[config.mk]
export PLATFORM = sky130hd
export DESIGN_NAME = seg_scan_driver_flat
export DESIGN_NICKNAME = d
export VERILOG_FILES = /design/src/rtl/seg_scan_driver_if.sv /design/src/rtl/seg_scan_driver.sv /design/src/flat_wrapper.sv
export SDC_FILE = /design/constraint.sdc
export NUM_CORES = 1
export LEC_CHECK = 0
export ABC_AREA = 1
export BUFFER_PORTS_ARGS = -buffer_cell sky130_fd_sc_hd__buf_2
export CORE_MARGIN = 3
export CORE_UTILIZATION = 30
export DETAILED_ROUTE_END_ITERATION = 12
export PLACE_DENSITY = 0.43
export SETUP_SLACK_MARGIN = 0.3
export SLEW_MARGIN = 20
export SYNTH_ARGS = -nofsm -noshare
export SYNTH_HDL_FRONTEND = slang
export SYNTH_SLANG_ARGS = --single-unit
[constraint.sdc]
create_clock -name clk -period 2 [get_ports clk]
set_input_delay 0.2 -clock clk [delete_from_list [all_inputs] [get_ports clk]]
set_output_delay 0.2 -clock clk [all_outputs]
set_load 0.05 [all_outputs]
[src/rtl/seg_scan_driver_if.sv]
`default_nettype none
// ============================================================================
// Module      : seg_scan_driver_if
// Description : Bundles the load/value bus and the scan outputs of
//               seg_scan_driver.
//               master : load source and display consumer
//               slave  : seg_scan_driver
// Signals     : load           - single-cycle capture strobe
//               value_in       - 4*NUM_DIGITS packed nibbles, digit 0 = LSN
//               hex_out        - nibble of the digit currently scanned
//               digit_sel      - one-hot active-high digit enable (or zero)
//               update_pending - captured value waits for frame boundary
//               frame_tick     - one-cycle pulse at the first cycle of slot 0
// Revision    : 1.0 - initial release
// ============================================================================
interface seg_scan_driver_if #(
  parameter int NUM_DIGITS = 8
);
  logic                    load;
  logic [4*NUM_DIGITS-1:0] value_in;
  logic [3:0]              hex_out;
  logic [NUM_DIGITS-1:0]   digit_sel;
  logic                    update_pending;
  logic                    frame_tick;

  modport master (
    output load,
    output value_in,
    input  hex_out,
    input  digit_sel,
    input  update_pending,
    input  frame_tick
  );

  modport slave (
    input  load,
    input  value_in,
    output hex_out,
    output digit_sel,
    output update_pending,
    output frame_tick
  );
endinterface
`default_nettype wire

[src/rtl/seg_scan_driver.sv]
`default_nettype none
// ============================================================================
// Module      : seg_scan_driver
// Description : Multiplexed 7-segment scan driver. A prescaler divides clk
//               into digit slots; each slot starts with a blanking window
//               (all digits off) to suppress ghosting. New values are staged
//               in a pending register and applied only at a frame boundary
//               so a frame never shows a mix of old and new digits.
// Ports       : clk   - system clock
//               rst_n - asynchronous active-low reset
//               bus   - seg_scan_driver_if.slave (load, value_in, hex_out,
//                       digit_sel, update_pending, frame_tick)
// Options     : SEG_SCAN_LZB_EN - leading-zero blanking: digits above 0
//               whose nibble and all higher nibbles are zero stay dark.
// Revision    : 1.0 - initial release
// ============================================================================
module seg_scan_driver #(
  parameter int NUM_DIGITS   = 8,
  parameter int SCAN_DIV     = 50000,
  parameter int BLANK_CYCLES = 16
) (
  input  wire logic         clk,
  input  wire logic         rst_n,
  seg_scan_driver_if.slave  bus
);

  localparam int c_PRESC_W = $clog2(SCAN_DIV);
  localparam int c_IDX_W   = $clog2(NUM_DIGITS);
  localparam int c_DATA_W  = 4 * NUM_DIGITS;

  logic [c_PRESC_W-1:0]  r_presc;
  logic [c_IDX_W-1:0]    r_idx;
  logic [c_DATA_W-1:0]   r_display;
  logic [c_DATA_W-1:0]   r_pending;
  logic                  r_update_pending;
  logic                  r_frame_tick;

  logic                  w_slot_end;
  logic                  w_frame_boundary;
  logic                  w_blank_window;
  logic [3:0]            w_hex;
  logic [NUM_DIGITS-1:0] w_sel;

  assign w_slot_end       = (r_presc == c_PRESC_W'(SCAN_DIV - 1));
  assign w_frame_boundary = w_slot_end && (r_idx == c_IDX_W'(NUM_DIGITS - 1));
  assign w_blank_window   = (r_presc < c_PRESC_W'(BLANK_CYCLES));

  // Prescaler and digit index
  always_ff @(posedge clk or negedge rst_n) begin
    if (!rst_n) begin
      r_presc <= '0;
      r_idx   <= '0;
    end else if (w_slot_end) begin
      r_presc <= '0;
      r_idx   <= w_frame_boundary ? '0 : r_idx + c_IDX_W'(1);
    end else begin
      r_presc <= r_presc + c_PRESC_W'(1);
    end
  end

  // Display / pending registers. A load coinciding with the boundary goes
  // straight to the display and supersedes any older staged value.
  always_ff @(posedge clk or negedge rst_n) begin
    if (!rst_n) begin
      r_display        <= '0;
      r_pending        <= '0;
      r_update_pending <= 1'b0;
    end else if (w_frame_boundary) begin
      if (bus.load) begin
        r_display <= bus.value_in;
      end else if (r_update_pending) begin
        r_display <= r_pending;
      end
      r_update_pending <= 1'b0;
    end else if (bus.load) begin
      r_pending        <= bus.value_in;
      r_update_pending <= 1'b1;
    end
  end

  always_ff @(posedge clk or negedge rst_n) begin
    if (!rst_n) begin
      r_frame_tick <= 1'b0;
    end else begin
      r_frame_tick <= w_frame_boundary;
    end
  end

  // Current nibble select
  always_comb begin
    w_hex = 4'h0;
    for (int k = 0; k < NUM_DIGITS; k++) begin
      if (r_idx == c_IDX_W'(k)) begin
        w_hex = r_display[4*k +: 4];
      end
    end
  end

`ifdef SEG_SCAN_LZB_EN
  // w_upper_zero[k] is set when nibbles k..NUM_DIGITS-1 are all zero.
  logic [NUM_DIGITS-1:0] w_upper_zero;
  logic                  w_run_zero;

  always_comb begin
    w_upper_zero = '0;
    w_run_zero   = 1'b1;
    for (int k = NUM_DIGITS - 1; k >= 0; k--) begin
      w_run_zero      = w_run_zero && (r_display[4*k +: 4] == 4'h0);
      w_upper_zero[k] = w_run_zero;
    end
  end

  always_comb begin
    w_sel = '0;
    for (int k = 0; k < NUM_DIGITS; k++) begin
      // Digit 0 is never blanked so a zero value still shows "0".
      w_sel[k] = !w_blank_window && (r_idx == c_IDX_W'(k)) &&
                 !((k > 0) && w_upper_zero[k]);
    end
  end
`else
  always_comb begin
    w_sel = '0;
    for (int k = 0; k < NUM_DIGITS; k++) begin
      w_sel[k] = !w_blank_window && (r_idx == c_IDX_W'(k));
    end
  end
`endif

  assign bus.hex_out        = w_hex;
  assign bus.digit_sel      = w_sel;
  assign bus.update_pending = r_update_pending;
  assign bus.frame_tick     = r_frame_tick;

endmodule
`default_nettype wire
[src/flat_wrapper.sv]
// flat-port wrapper written by rule: the top's interface ports become plain ports
module seg_scan_driver_flat 
#(
  parameter int NUM_DIGITS   = 8,
  parameter int SCAN_DIV     = 50000,
  parameter int BLANK_CYCLES = 16
)
  (clk, rst_n, bus_load, bus_value_in, bus_hex_out, bus_digit_sel, bus_update_pending, bus_frame_tick);
  seg_scan_driver_if #(.NUM_DIGITS(NUM_DIGITS)) bus_i ();
  input  wire logic clk;
  input  wire logic rst_n;
  input wire logic [$bits(bus_i.load)-1:0] bus_load;
  input wire logic [$bits(bus_i.value_in)-1:0] bus_value_in;
  output wire logic [$bits(bus_i.hex_out)-1:0] bus_hex_out;
  output wire logic [$bits(bus_i.digit_sel)-1:0] bus_digit_sel;
  output wire logic [$bits(bus_i.update_pending)-1:0] bus_update_pending;
  output wire logic [$bits(bus_i.frame_tick)-1:0] bus_frame_tick;
  assign bus_i.load = bus_load;
  assign bus_i.value_in = bus_value_in;
  assign bus_hex_out = bus_i.hex_out;
  assign bus_digit_sel = bus_i.digit_sel;
  assign bus_update_pending = bus_i.update_pending;
  assign bus_frame_tick = bus_i.frame_tick;
  seg_scan_driver #(.NUM_DIGITS(NUM_DIGITS), .SCAN_DIV(SCAN_DIV), .BLANK_CYCLES(BLANK_CYCLES)) u_core (.clk(clk), .rst_n(rst_n), .bus(bus_i));
endmodule
==> flow_metrics.env <==
export IMPL_drtAntennaViolNets=0
export IMPL_end_kind="output port"
export IMPL_clockBufferDepth=2
export IMPL_antennaDiodeCount=0
export IMPL_ys_warn_count=0
export IMPL_coreArea_um2=15310
export IMPL_fin_crit_ns=2.163
export IMPL_grt_pass1_wl_um=19880
export IMPL_synth_common_cells="133 x nand2_1, 85 x dfrtp_1, 63 x inv_1"
export IMPL_layout_setup_ws_ns=-0.1628
export IMPL_synth_fa_ha_area_share_pct=1.847
export IMPL_start_kind="flop"
export IMPL_slew_headroom_pct=76.41
export IMPL_ctsRootBufferMaster="clkbuf_16"
export IMPL_die_h_um=131.7
export IMPL_violations="negative setup slack"
export IMPL_hold_start="bus_value_in[24]"
export IMPL_insertion_delay_ns=0.34
export IMPL_start_util_pct=30.96
export IMPL_gr_total_overflow=0
export IMPL_tightest_slew_ns=0.3501
export IMPL_gp_congestion=0.8305
export IMPL_num_vias=3905
export IMPL_die_area_um2=17350
export IMPL_seq_area_frac_synth_pct=44.87
export IMPL_synthFlopType="dfrtp_1"
export IMPL_critPathArrivalTime_ns=1.96
export IMPL_grt_max_degree=66
export IMPL_routedWlPerCell_um=13.74
export IMPL_io_buffers=48
export IMPL_first_global_vias=3921
export IMPL_drt_wl_total_um=12080
export IMPL_leakage_nw=3.300
export IMPL_power_mw=3.902
export IMPL_layout_drive_gt1_share_pct=45.81
export IMPL_min_path_type="in2reg"
export IMPL_dr_pass1_iters=4
export IMPL_synth_distinct_cells=36
export IMPL_synthSimpleGateAreaFrac_pct=27.84
export IMPL_synth_area_um2=4741
export IMPL_syn_inst=561
export IMPL_antenna_found_initial=0
export IMPL_hold_viol=0
export IMPL_grt_usage_pct=14.03
export IMPL_yosysMostFrequentCell="nand2_1"
export IMPL_synth_area_leaders="dfrtp_1 45%, nand2_1 11%, o21ai_2 9.2%"
export IMPL_synth_top_cell_area_share_pct=44.87
export IMPL_min_to="u_core.r_pending[24]$_DFFE_PN0P_"
export IMPL_ff2ff_path_depth=9
export IMPL_whs_ns=0.1107
export IMPL_dp_slack_ns=0.01311
export IMPL_synth_mux_area_share_pct=2.111
export IMPL_min_period_over_period_pct=108.1
export IMPL_power_density_nw_per_um2=590.1
export IMPL_boundaryPins=49
export IMPL_cp_max_fo=3
export IMPL_syn2layout_area_growth_pct=39.48
export IMPL_clock_sinks=85
export IMPL_syn_area_per_cell_um2=8.451
export IMPL_synth_nets=603
export IMPL_fmax_mhz=462.4
export IMPL_outcome="finished with violations"
export IMPL_synth_seq_cells=85
export IMPL_rrSetupSlack_ns=0.25
export IMPL_fill_cells=1538
export IMPL_synth_xor_area_share_pct=0.7390
export IMPL_reg2reg_to="u_core.r_display[23]$_DFFE_PN0P_"
export IMPL_synth_top_family_by_area="simple AND/OR/NAND/NOR gates"
export IMPL_final_max_slew_violation_count=0
export IMPL_synth_compound_area_share_pct=13.04
export IMPL_vias_per_cell=4.443
export IMPL_synth_area_leader_cell="dfrtp_1"
export IMPL_rsz0062_at_grt="yes"
export IMPL_fp_row_count=45
export IMPL_setup_viol=4
export IMPL_die_w_um=131.7
export IMPL_r2r_start="u_core.r_idx[0]$_DFFE_PN0N_"
export IMPL_synth_edf_count=0
export IMPL_cts_buffers_inserted=9
export IMPL_maxCapViolCount=0
export IMPL_holdPathStages=3
export IMPL_required_ns=1.80
export IMPL_peakVddDrop_uv=393.6
export IMPL_nNetsFinal=705
export IMPL_skew_ns=0.004818
export IMPL_dr_first_iter_drc_count=211
export IMPL_path_class="reg2out"
export IMPL_path_clk_slew_ns=0.06
export IMPL_htreeDepth=3
export IMPL_hpwl_um=7868
export IMPL_async_flop_share_pct=100.0
export IMPL_drc=0
export IMPL_cts_tree="yes"
-- layer usage --
layer,vias to the layer above,share of wire [%],wire length [um],global-route usage [%]
li1,1979,-,-,-
met1,1862,48,5771,18.93
met2,54,48,5804,22.61
met3,10,2.9,353,2.795
met4,0,1.2,149,4.726
met5,-,0,0,0
-- cell families after synthesis --
group                    after synthesis
flip-flops                            85
adder cells (fa/ha/maj)                7
AO/OA/AOI/OAI                         85
AND/OR/NAND/NOR                      281
multiplexers                          10
buffers and inverters                 89
XOR/XNOR                               4
-- registers in the layout, indices dropped and copies added (netlist names) --
register                   flops
u_core.r_display              32
u_core.r_pending              32
u_core.bus.frame_tick          1
u_core.r_idx                   3
u_core.bus.update_pending      1
u_core.r_presc                16
-- per-stage QoR --
stage          TNS, ns  area (um^2)  instances  util [%]
6_report       -0.5950         6613        879     43.18
2_1_floorplan        0         4795        561         -
4_1_cts        -0.7538         6330        864     41.33
5_1_grt         -1.141         6613        879     43.18
3_3_place_gp         0         5298        815     34.59
3_5_place_dp         0         5298        815     34.59
-- worst max path at each step --
stage / startpoint / depth (start not counted) / endpoint
after global routing: u_core.r_idx[1]$_DFFE_PN0N_ / 15 / bus_hex_out[1]
after floorplan: u_core.r_idx[0]$_DFFE_PN0N_ / 10 / bus_hex_out[0]
after CTS: u_core.r_idx[1]$_DFFE_PN0N_ / 15 / bus_hex_out[3]
final: u_core.r_idx[1]$_DFFE_PN0N_ / 15 / bus_hex_out[1]
after detailed placement: u_core.r_idx[0]$_DFFE_PN0N_ / 15 / bus_hex_out[1]
after global placement: u_core.r_idx[0]$_DFFE_PN0N_ / 15 / bus_hex_out[3]
-- repair_timing --
item,in CTS,in global routing
pin swaps,24,25
buffers inserted,27,12
endpoints found under the hold margin,18,0
hold buffers,1,0
resized for setup,100,34
endpoints found under the setup margin,71,70
gates cloned,5,3
-- where the power goes --
group          internal [mW]  switching [mW]  total [mW]
clock                   1.06           0.669        1.73
sequential              1.78          0.0339        1.81
combinational          0.162           0.197       0.359
-- layout make-up --
class | instances | area, um^2 | area share (%)
Tap cell | 211 | 264.0 | 3.992
Inverter | 66 | 271.5 | 4.106
Timing Repair Buffer | 114 | 1156 | 17.48
Clock inverter | 4 | 45.04 | 0.6812
Clock buffer | 12 | 266.5 | 4.030
Multi-Input combinational cell | 387 | 2477 | 37.46
Sequential cell | 85 | 2132 | 32.24
-- cells in the final DEF (no fill, tap or decap), drive strengths merged, types with 4 or more instances in the layout --
cell    instances
buf           111
clkbuf         14
clkinv          4
dfrtp          85
ha              7
inv            65
mux2i          10
nand2         183
nand3          28
nand4           5
nor2           48
nor3            8
o21ai          81
or2             5
xor2            4
-- critical path: stages (launching register included) --
cell and delay (ns):
dfrtp_2 0.45, inv_4 0.10, ha_4 0.17, inv_4 0.04, nor2_4 0.11, nand2_2 0.07
nand2_2 0.07, nand2_1 0.05, nand2_1 0.06, nand2_1 0.05, nand2_1 0.06, nand2_1 0.05
nand2_1 0.08, nand2_2 0.07, nand2_4 0.07, buf_8 0.14
No activity file was read; power rests on OpenSTA's default activity.
